File: config.mk
export PLATFORM = sky130hd
export DESIGN_NAME = mul_div_unit
export DESIGN_NICKNAME = d
export VERILOG_FILES = /design/src/rtl/mdu_pkg.sv /design/src/rtl/mul_div_unit.sv
export SDC_FILE = /design/constraint.sdc
export NUM_CORES = 1
export LEC_CHECK = 0
export ABC_AREA = 1
export CELL_PAD_IN_SITES_DETAIL_PLACEMENT = 1
export CELL_PAD_IN_SITES_GLOBAL_PLACEMENT = 2
export CORE_MARGIN = 5
export CORE_UTILIZATION = 31
export DETAILED_ROUTE_END_ITERATION = 8
export GPL_TIMING_DRIVEN = 0
export PLACE_DENSITY_LB_ADDON = 0.12
export SLEW_MARGIN = 0
export SYNTH_ARGS = -nofsm -noshare
export SYNTH_HDL_FRONTEND = slang
export SYNTH_SLANG_ARGS = --single-unit
File: constraint.sdc
create_clock -name clk_i -period 2.7 [get_ports clk_i]
set_input_delay 0.675 -clock clk_i [delete_from_list [all_inputs] [get_ports clk_i]]
set_output_delay 0.675 -clock clk_i [all_outputs]
set_load 0.005 [all_outputs]
File: src/rtl/mdu_pkg.sv
// Shared types and constants for the multiply/divide unit and its clients
// (decoder and hazard unit).
package mdu_pkg;

   localparam int unsigned MDU_WIDTH = 32;

   // Operation codes driven by the decoder; 6 and 7 are reserved.
   typedef enum logic [2:0] {
      OpMult  = 3'd0,
      OpMultu = 3'd1,
      OpDiv   = 3'd2,
      OpDivu  = 3'd3,
      OpMthi  = 3'd4,
      OpMtlo  = 3'd5
   } mdu_op_t;

   typedef enum logic [1:0] {
      StIdle,
      StCalc,
      StFinish
   } mdu_state_t;

endpackage

File: src/rtl/mul_div_unit.sv
// Iterative multiply/divide unit owning the architectural HI/LO registers.
// One shift-add (multiply) or restoring shift-subtract (divide) step per cycle,
// with a start/busy/done handshake and cancel on pipeline flush.
module mul_div_unit
   import mdu_pkg::*;
#(
   parameter int unsigned WIDTH = MDU_WIDTH
) (
   input  logic             clk_i,
   input  logic             rst_ni,
   input  logic             start_i,
   input  logic [2:0]       op_i,
   input  logic [WIDTH-1:0] a_i,
   input  logic [WIDTH-1:0] b_i,
   input  logic             cancel_i,
   output logic             busy_o,
   output logic             done_o,
   output logic [WIDTH-1:0] hi_o,
   output logic [WIDTH-1:0] lo_o
);

   localparam int unsigned CntW = $clog2(WIDTH);
   localparam logic [CntW-1:0] CntLast = CntW'(WIDTH - 1);

   mdu_state_t       state_q, state_d;
   logic [CntW-1:0]  cnt_q, cnt_d;
   // acc: upper partial product (mult) or partial remainder (div).
   logic [WIDTH:0]   acc_q, acc_d;
   // sh: multiplier shifting out (mult) or dividend out / quotient in (div).
   logic [WIDTH-1:0] sh_q, sh_d;
   // opb: multiplicand or divisor magnitude.
   logic [WIDTH:0]   opb_q, opb_d;
   logic             is_div_q, is_div_d;
   logic             neg_lo_q, neg_lo_d;
   logic             neg_hi_q, neg_hi_d;
   logic             div_zero_q, div_zero_d;
   logic [WIDTH-1:0] hi_q, hi_d;
   logic [WIDTH-1:0] lo_q, lo_d;
   logic             done_q, done_d;

   mdu_op_t          op;
   logic             signed_op;
   logic             sa, sb;
   logic [WIDTH-1:0] a_mag, b_mag;
   logic [WIDTH+1:0] mul_sum;
   logic [WIDTH:0]   div_shift;
   logic [WIDTH+1:0] div_diff;
   logic [2*WIDTH-1:0] prod_fix;
   logic [WIDTH-1:0] quo_fix, rem_fix;

   assign busy_o = (state_q != StIdle);
   assign done_o = done_q;
   assign hi_o   = hi_q;
   assign lo_o   = lo_q;

   // Operand magnitudes, datapath step results and sign-corrected results.
   always_comb begin
      op        = mdu_op_t'(op_i);
      signed_op = (op == OpMult) || (op == OpDiv);
      sa        = signed_op & a_i[WIDTH-1];
      sb        = signed_op & b_i[WIDTH-1];
      // Unsigned view of the negation covers the most-negative value too.
      a_mag     = sa ? (WIDTH'(0) - a_i) : a_i;
      b_mag     = sb ? (WIDTH'(0) - b_i) : b_i;

      mul_sum   = {1'b0, acc_q} + (sh_q[0] ? {1'b0, opb_q} : '0);
      div_shift = {acc_q[WIDTH-1:0], sh_q[WIDTH-1]};
      div_diff  = {1'b0, div_shift} - {1'b0, opb_q};

      prod_fix  = neg_lo_q ? (2*WIDTH)'(0) - {acc_q[WIDTH-1:0], sh_q}
                           : {acc_q[WIDTH-1:0], sh_q};
      quo_fix   = neg_lo_q ? (WIDTH'(0) - sh_q) : sh_q;
      rem_fix   = neg_hi_q ? (WIDTH'(0) - acc_q[WIDTH-1:0]) : acc_q[WIDTH-1:0];
   end

   // Next-state logic: IDLE accepts work, CALC iterates, FINISH commits.
   always_comb begin
      state_d    = state_q;
      cnt_d      = cnt_q;
      acc_d      = acc_q;
      sh_d       = sh_q;
      opb_d      = opb_q;
      is_div_d   = is_div_q;
      neg_lo_d   = neg_lo_q;
      neg_hi_d   = neg_hi_q;
      div_zero_d = div_zero_q;
      hi_d       = hi_q;
      lo_d       = lo_q;
      done_d     = 1'b0;

      unique case (state_q)
         StIdle: begin
            if (start_i && !cancel_i) begin
               case (op)
                  OpMult, OpMultu, OpDiv, OpDivu: begin
                     state_d    = StCalc;
                     cnt_d      = '0;
                     acc_d      = '0;
                     sh_d       = a_mag;
                     opb_d      = {1'b0, b_mag};
                     is_div_d   = (op == OpDiv) || (op == OpDivu);
                     // Product/quotient sign; remainder follows the dividend.
                     neg_lo_d   = sa ^ sb;
                     neg_hi_d   = sa;
                     div_zero_d = (b_i == '0);
                  end
                  OpMthi:  hi_d = a_i;
                  OpMtlo:  lo_d = a_i;
                  default: ;
               endcase
            end
         end
         StCalc: begin
            if (cancel_i) begin
               state_d = StIdle;
            end else begin
               if (is_div_q) begin
                  if (!div_diff[WIDTH+1]) begin
                     acc_d = div_diff[WIDTH:0];
                     sh_d  = {sh_q[WIDTH-2:0], 1'b1};
                  end else begin
                     acc_d = div_shift;
                     sh_d  = {sh_q[WIDTH-2:0], 1'b0};
                  end
               end else begin
                  acc_d = mul_sum[WIDTH+1:1];
                  sh_d  = {mul_sum[0], sh_q[WIDTH-1:1]};
               end
               cnt_d = cnt_q + 1'b1;
               if (cnt_q == CntLast) begin
                  state_d = StFinish;
               end
            end
         end
         StFinish: begin
            state_d = StIdle;
            if (!cancel_i) begin
               if (is_div_q) begin
                  // Zero divisor: remainder path already yields the dividend.
                  lo_d = div_zero_q ? '1 : quo_fix;
                  hi_d = rem_fix;
               end else begin
                  {hi_d, lo_d} = prod_fix;
               end
               done_d = 1'b1;
            end
         end
         default: state_d = StIdle;
      endcase
   end

   // State and datapath registers with synchronous active-low reset.
   always_ff @(posedge clk_i) begin
      if (!rst_ni) begin
         state_q    <= StIdle;
         cnt_q      <= '0;
         acc_q      <= '0;
         sh_q       <= '0;
         opb_q      <= '0;
         is_div_q   <= 1'b0;
         neg_lo_q   <= 1'b0;
         neg_hi_q   <= 1'b0;
         div_zero_q <= 1'b0;
         hi_q       <= '0;
         lo_q       <= '0;
         done_q     <= 1'b0;
      end else begin
         state_q    <= state_d;
         cnt_q      <= cnt_d;
         acc_q      <= acc_d;
         sh_q       <= sh_d;
         opb_q      <= opb_d;
         is_div_q   <= is_div_d;
         neg_lo_q   <= neg_lo_d;
         neg_hi_q   <= neg_hi_d;
         div_zero_q <= div_zero_d;
         hi_q       <= hi_d;
         lo_q       <= lo_d;
         done_q     <= done_d;
      end
   end

endmodule

== Yosys cells after proc, flatten, opt, wreduce, memory -nomap -nowiden ==
Cells that the tools add are included.
Storage, ports and cells
  flip-flop bits (word level): 173
  input bits: 71
  output and inout bits: 66
  logic and storage cells: 94
Operators by class
  add/subtract/negate cells: 8
  equality and inequality tests: 15
  muxes and demuxes: 39
  bitwise operators: 3
  reduce and logical (&&, ||, !) cells: 17
Operator list (number)
  2-to-1 mux 32 bit: 18
  one-hot mux 32 bit (2 select lines): 3
  2-to-1 mux 33 bit: 5
  subtractor 1 x 32 -> 32 bit (first input constant): 4
  one-hot mux 33 bit (2 select lines): 1
  2-to-1 mux 64 bit: 1
  subtractor 1 x 64 -> 64 bit (first input constant): 1
  adder 33 x 32 -> 34 bit: 1
  subtractor 33 x 32 -> 34 bit: 1
  logical NOT 32 bit: 1
  2-to-1 mux 5 bit: 3
  AND reduction 4 bit: 3
  one-hot mux 5 bit (2 select lines): 1
  2-to-1 mux 2 bit: 4
  equality test 3 x 2 -> 1 bit (second input constant): 2
  equality test 3 bit (second input constant): 2
  != test 2 x 1 -> 1 bit (second input constant): 3
  != test 2 bit (second input constant): 3
  AND reduction 3 bit: 2
  nonzero test 2 bit: 3
  adder 5 x 1 -> 5 bit (second input constant): 1
  equality test 5 bit (second input constant): 1
  one-hot mux 2 bit (2 select lines): 1
  OR reduction 4 bit: 1
  13 further kinds: 16

== Longest topological paths before layout ==
Gate-level depths: netlist of run 1.
  depth after elaboration: 7
  gate-level depth with buffers: 19
  mapped depth without buffers: 18

== Worst setup path after synthesis of run 1 ==
Ideal clock, no wire load.
  path type: register to register
  start point: reg sh_q[0]
  end point: reg acc_q[13]
  setup time: 0.136 ns
  arrival time: 2.196 ns
  data required time: 2.564 ns
  setup slack: 0.368 ns
  cell stages (with the launch flop): 17
  buffers on the path: 2
  period minus slack after synthesis: 2.332 ns
  cell sequence: dfxtp_1 -> buf_2 -> clkbuf_1 -> nand2_1 -> inv_1 -> ha_1 -> a21oi_1 -> o21ai_0 -> nand2_1 -> nand2_1 -> nand2_1 -> nand2_1 -> or2_2 -> nand3_1 -> nand3_1 -> nand2_1 -> a21oi_2
On the way
  word-level cells in the longest chain between the ends: 5
Ends and longest elaborated chain
  start, declared: RTL line mul_div_unit.sv:30  | logic [WIDTH-1:0] sh_q, sh_d;
  start signal, assigned: RTL line mul_div_unit.sv:158  | sh_q <= '0;
  start signal, assigned: RTL line mul_div_unit.sv:171  | sh_q <= sh_d;
  2-to-1 mux 32 bit: RTL line mul_div_unit.sv:66  | mul_sum = {1'b0, acc_q} + (sh_q[0] ? {1'b0, opb_q} : '0);
  adder 33 x 32 -> 34 bit: RTL line mul_div_unit.sv:66
  2-to-1 mux 33 bit: RTL line mul_div_unit.sv:117  | if (is_div_q) begin
  2-to-1 mux 33 bit: RTL line mul_div_unit.sv:114  | if (cancel_i) begin
  one-hot mux 33 bit (2 select lines): RTL line mul_div_unit.sv:91  | unique case (state_q)
  end signal, assigned: RTL line mul_div_unit.sv:157  | acc_q <= '0;
  end signal, assigned: RTL line mul_div_unit.sv:170  | acc_q <= acc_d;
  end, declared: RTL line mul_div_unit.sv:28  | logic [WIDTH:0] acc_q, acc_d;
No other way between the ends. The select of a mux whose other input is x is not followed.
A chain may end at the register's enable or synchronous reset.

==> flow_metrics.py, run 1 <==
metrics = {
    "sta": {
        "finalSetupViolCount": 0,
        "max_freq_ghz": 0.372,
        "slew_headroom_pct": 32.3,
        "fin_crit_ns": 2.69,
        "fin_ws_ns": 0.0140,
        "hold_viol": 0,
        "min_period_over_period_pct": 99.5,
        "hold_slack_ns": 0.482,
        "final.setup_skew_ns": 0.0199,
        "slew_violations": 0,
        "worstMarginPinSlew_ns": 1.02,
        "grt_setup_unrepaired": "yes",
    },
    "floorplan": {
        "rows": 86,
        "die-area_um2": 60300,
        "die_h_um": 246,
        "die_x_um": 246,
        "start_util_pct": 31.3,
        "fp.coreArea_um2": 55000,
        "num_io_pins": 137,
    },
    "clock_network": {
        "numCtsBuffers": 17,
        "clk_pin_slew_ns": 0.09,
        "cts_htree_levels": 4,
        "cts_hold_buf": 0,
        "clk_path_buf_depth": 2,
        "cts_tree": "yes",
        "clkLatencyLatePin_ns": 0.50,
        "root_buffer": "clkbuf_16",
        "cts_sinks": 173,
    },
    "synth": {
        "synth-seq-cells": 173,
        "ys_warn_count": 0,
        "syn_avg_cell_area_um2": 5.54,
        "syn-num-nets": 3249,
        "synth_ff_type": "dfxtp_1",
        "syn_inst": 3106,
        "async_flop_share_pct": 0,
        "seq_area_frac_synth_pct": 20.1,
        "synth_edf_count": 0,
        "syn_area_um2": 17200,
        "synthDistinctLibCells": 51,
    },
    "setup_path": {
        "cp-end-kind": "flip-flop",
        "arrival_ns": 3.14,
        "critical_path_class": "in2reg",
        "cp.required_ns": 3.15,
        "cp-start-kind": "input pin",
        "crit_fanout": 10,
    },
    "routing": {
        "vias_per_cell": 5.53,
        "drt_iter0_drc": 2053,
        "vias": 22327,
        "detail-route-antenna-nets": 0,
        "dr.pass1.iters": 6,
        "routed_wl_um": 101000,
        "drc": 0,
        "drt-wirelength-per-cell_um": 24.9,
    },
    "finish": {
        "fill_cells": 7504,
        "drive_above_1_share_pct": 12.1,
        "seqCellArea_um2": 3570,
        "layout.nets": 3417,
        "multi_input_area_um2": 12500,
        "areaGrowthSynthToFinish_pct": 23.7,
    },
    "pwr": {
        "power_frac_comb_pct": 30.7,
        "power_leakage_nw": 9.70,
        "p_int_mw": 4.69,
        "clock_power_share_pct": 33.7,
        "net-switching-power_mw": 3.14,
        "p_sw_share_pct": 40.1,
        "totalPowerFinal_mw": 7.83,
        "peakVddDrop_v": 0.000521,
        "pwr_density_cell_nw_per_um2": 368,
        "seq_power_share_pct": 35.5,
    },
    "grt": {
        "grt_pass1_vias": 21645,
        "grt_pass1_wl_um": 144000,
        "grtUsageTotal_pct": 32.1,
        "grt.overflow.total": 0,
        "antenna_found_initial": 3,
        "grt_max_degree": 18,
    },
    "placement": {
        "port_buffers": 136,
        "dp_hpwl_um": 82500,
        "post-place-ws_ns": -1.12,
        "place.gp.congestion": 1.02,
    },
    "run_status": {
        "status": "complete, no violations",
    },
    "worst_hold_path": {
        "hold_path.class": "reg2reg",
    },
    "job": {
        "maxCapViolCount": 0,
    },
}
## metrics by stage
stage	cells	utilization (%)	TNS (ns)	instance area (µm²)
4_1_cts	4026	37.2	0	20400
2_1_floorplan	3106	-	0	17200
3_5_place_dp	3990	35.4	-82.24	19500
3_3_place_gp	3990	35.4	-77.64	19500
6_report	4035	38.7	0	21300
5_1_grt	4034	38.7	-0.317	21300
## routing by layer
metal	wire (µm)	track usage (%)
met5	0	0
met2	40700	46.2
met1	48800	48.4
met3	9300	7.49
met4	1810	6.88
## cells in the mapped netlist (9+ instances only)
master	n	area share, %
o21bai_1	9	0.39
ha_1	70	5.1
nand4_1	50	1.8
xor2_1	31	1.6
nand2_1	785	17
or2_2	17	0.62
inv_2	14	0.31
a21oi_1	294	8.6
dfxtp_1	173	20
nand3b_1	21	0.92
clkbuf_1	87	1.9
o21ai_1	11	0.32
o21ai_0	301	8.8
buf_2	12	0.35
nor2_1	364	7.9
nand3_1	262	7.6
a21oi_2	11	0.56
buf_1	10	0.22
inv_1	428	9.3
a21o_1	10	0.44
nand2_2	12	0.44
nor3_1	34	0.99
a31oi_1	23	0.84
## sequential cells by signal, summed over array words and instances (netlist names), 2 cells and up
signal,count
acc_q,33
hi_o,32
lo_o,32
opb_q,32
sh_q,32
cnt_q,5
state_q,2
## critical path: stages
cell and delay (ns):
clkdlybuf4s50_1 0.88, clkinv_1 0.56, clkbuf_1 0.51, a21oi_1 0.29, o21ai_0 0.13, inv_1 0.07
## power by group through the flow
| stage | sequential, mW | clock [mW] | combinational (mW) |
|---|---|---|---|
| after global placement | 2.83 | 0 | 2.23 |
| after global routing | 2.79 | 2.77 | 2.60 |
| after detailed placement | 2.83 | 0 | 2.27 |
| after CTS | 2.78 | 2.69 | 2.30 |
| final | 2.78 | 2.64 | 2.41 |
| after floorplan | 2.77 | 0 | 1.35 |
## area by class of cell
cell class,instances,share of cell area [%]
Tap cell,748,4.40
Clock buffer,18,2.02
Antenna cell,1,0.0118
Multi-Input combinational cell,2374,58.7
Buffer,114,2.55
Timing Repair Buffer,149,6.92
Clock inverter,13,0.741
Sequential cell,173,16.8
Inverter,445,7.88
## final timing paths
| kind | startpoint | to | slack [ns] | cells after the start |
|---|---|---|---|---|
| worst max register to register | is_div_q | acc_q[17] | 0.04 | 6 |
| worst max-delay path | rst_ni | opb_q[30] | 0.01 | 6 |
| worst min register to register | cnt_q[4] | cnt_q[4] | 0.48 | 2 |
| worst min-delay path | cnt_q[4] | cnt_q[4] | 0.48 | 2 |
## layout by cell type (no fill, tap or decap), types with 10 or more instances in the layout
cell / synthesis / routed
o21ai_1: 11 / 23
buf_2: 12 / 11
buf_4: 1 / 15
clkbuf_2: 0 / 16
nand4_1: 50 / 50
clkdlybuf4s50_1: 0 / 136
a31oi_1: 23 / 23
dfxtp_4: 0 / 15
nand3b_1: 21 / 21
dfxtp_1: 173 / 121
nand3_2: 3 / 20
xor2_1: 31 / 31
or2_2: 17 / 17
nor2_4: 3 / 14
a21oi_2: 11 / 37
ha_1: 70 / 29
dfxtp_2: 0 / 37
nand3_1: 262 / 239
o21ai_0: 301 / 283
nand2_2: 12 / 48
inv_1: 428 / 413
clkbuf_16: 0 / 17
inv_2: 14 / 28
a21oi_1: 294 / 266
nand2_1: 785 / 749
nor3_1: 34 / 30
clkbuf_1: 87 / 69
ha_2: 0 / 19
nor2_2: 7 / 27
nor2_1: 364 / 333
ha_4: 0 / 22
a21o_1: 10 / 10
## timing repair
action,4_1_cts,5_1_grt
endpoints found under the setup margin,97,101
pin swaps,5,18
resized for setup,118,244
buffers inserted,5,8
## cell families (layout without fill, tap and decap cells)
kind of cell / Yosys count / in the layout / synth area share, %
AOI/OAI and AO/OA: 684 / 684 / 21.0
xor gates and xnor gates: 38 / 38 / 1.94
adders and majority gates: 72 / 72 / 5.33
buffers and inverters: 559 / 739 / 12.5
DFF: 173 / 173 / 20.1
other: 0 / 1 / 0
and+or+nand+nor: 1580 / 1580 / 39.1
Power figures use the tool's default switching activity.
==> run 2: changes to the inputs <==
Settings changed: CTS_CLUSTER_DIAMETER set to 120, GPL_ROUTABILITY_DRIVEN set to 0.
==> run 2 against run 1 <==
Net effect:
- the flow now finishes with violations (setup timing)
- fmax is 2.5% lower
- non-clock buffer count is 5 higher
- clock power is 5% higher
- clock skew is 0.0090 ns higher
- total power is 1.1% higher
- sequential power hardly changed
- critical endpoint is now lo_o[23]
- largest cell class unchanged
- highest routed layer is now met5
==> flow_metrics.py, run 2 (synthesis gave the netlist of run 1 again) <==
metrics = {
    "routing": {
        "vias": 22231,
        "drt-wirelength-per-cell_um": 23.9,
        "drc": 0,
        "dr.pass1.iters": 5,
        "routed_wl_um": 96600,
        "drt_iter0_drc": 1806,
        "vias_per_cell": 5.50,
        "detail-route-antenna-nets": 0,
    },
    "pwr": {
        "power_leakage_nw": 9.76,
        "pwr_density_cell_nw_per_um2": 371,
        "totalPowerFinal_mw": 7.91,
        "peakVddDrop_v": 0.000521,
    },
    "floorplan": {
        "rows": 86,
        "num_io_pins": 137,
        "die-area_um2": 60300,
        "start_util_pct": 31.3,
        "die_x_um": 246,
        "die_h_um": 246,
        "fp.coreArea_um2": 55000,
    },
    "clock_network": {
        "cts_tree": "yes",
        "numCtsBuffers": 17,
        "root_buffer": "clkbuf_16",
        "cts_sinks": 173,
        "clkLatencyLatePin_ns": 0.52,
        "cts_htree_levels": 4,
        "cts_hold_buf": 0,
        "clk_pin_slew_ns": 0.08,
        "clk_path_buf_depth": 2,
    },
    "grt": {
        "grtUsageTotal_pct": 31.1,
        "antenna_found_initial": 8,
        "grt_pass1_vias": 21962,
        "grt.overflow.total": 0,
        "grt_pass1_wl_um": 141000,
        "grt_max_degree": 17,
    },
    "finish": {
        "final_design_area_no_fill_um2": 21300,
        "layout.nets": 3422,
        "areaGrowthSynthToFinish_pct": 24.0,
        "regMostFlops": "acc_q",
        "n_antenna_cell": 0,
        "drive_above_1_share_pct": 12.1,
        "final_cells": 4040,
        "largest_register_ffs": 33,
        "final_cell_mix": "745 x nand2_1, 418 x inv_1, 332 x nor2_1, 281 x o21ai_0, 266 x a21oi_1",
        "final_common_cell": "nand2_1",
    },
    "sta": {
        "hold_slack_ns": 0.479,
        "slew_violations": 0,
        "finalSetupViolCount": 5,
        "fin_ws_ns": -0.0547,
        "hold_viol": 0,
        "max_freq_ghz": 0.363,
        "min_period_over_period_pct": 102,
        "final.setup_skew_ns": 0.0289,
        "fin_crit_ns": 2.75,
        "slew_headroom_pct": 27.1,
        "grt_setup_unrepaired": "yes",
        "worstMarginPinSlew_ns": 1.09,
    },
    "setup_path": {
        "max_stage_delay_ns": 0.59,
        "critical_path_class": "reg2reg",
        "cp.required_ns": 3.14,
        "cp-start-kind": "flip-flop",
        "worstPathCellList": "inv_1 -> nor2_1 -> clkbuf_2 -> clkbuf_1 -> o21ai_0 -> a21oi_1",
        "crit_family": "buffers and inverters",
        "path_depth": 6,
        "crit_fanout": 10,
        "cp_num_buf_inv": 3,
        "arrival_ns": 3.19,
        "reg2reg_depth": 6,
        "cp-end-kind": "flip-flop",
        "crit_slowest_cell": "clkbuf_1",
    },
    "worst_hold_path": {
        "hold_path.class": "reg2reg",
        "hold_path_depth": 2,
    },
    "placement": {
        "port_buffers": 136,
        "dp_hpwl_um": 79000,
        "post-place-ws_ns": -1.07,
        "placed_area_um2": 19500,
        "dp_cells": 3990,
    },
    "run_status": {
        "violations": "setup timing",
        "status": "finished with violations",
    },
    "job": {
        "maxCapViolCount": 0,
    },
}
[run 2: final cells by class]
type	instances	area, µm²
Timing Repair Buffer	155	1500
Multi-Input combinational cell	2374	12500
Buffer	113	531
Clock buffer	20	457
Fill cell	7495	33700
Clock inverter	12	149
Tap cell	748	936
Inverter	445	1670
Sequential cell	173	3580
[run 2: what timing repair did]
action | in CTS | in global routing
setup endpoints to repair | 85 | 108
resized for setup | 82 | 289
pin swaps | 5 | 17
buffers inserted | 6 | 13
[run 2: worst paths after layout]
check	startpoint	to	slack, ns
worst max register to register	state_q[1]	lo_o[23]	-0.05
worst min register to register	cnt_q[4]	cnt_q[4]	0.48
worst max-delay path	state_q[1]	lo_o[23]	-0.05
worst min-delay path	cnt_q[4]	cnt_q[4]	0.48
[run 2: per-layer routing]
layer	global-route usage (%)	up-vias	part of all wire, %
li1	-	10458	-
met1	45.7	10784	48
met2	44.8	852	41
met3	8.20	133	9.0
met4	8.06	4	2.6
met5	0	-	0.021
[run 2: per-stage QoR]
stage | TNS [ns] | utilization [%]
floorplan | 0 | -
global route | -0.321 | 38.8
finish | -0.0909 | 38.8
CTS | -0.000751 | 37.0
global placement | -71.47 | 35.4
detailed placement | -77.57 | 35.4
[run 2: power breakdown]
group | switching [mW] | leakage [nW] | internal [mW]
combinational | 1.63 | 8.03 | 0.737
sequential | 0.137 | 1.44 | 2.63
clock | 1.34 | 0.288 | 1.44
[run 2: worst reg2reg max path, stage by stage, from the launching register on]
cell,delay [ns]
dfxtp_1,0.38
inv_1,0.07
nor2_1,0.53
clkbuf_2,0.45
clkbuf_1,0.59
o21ai_0,0.43
a21oi_1,0.24
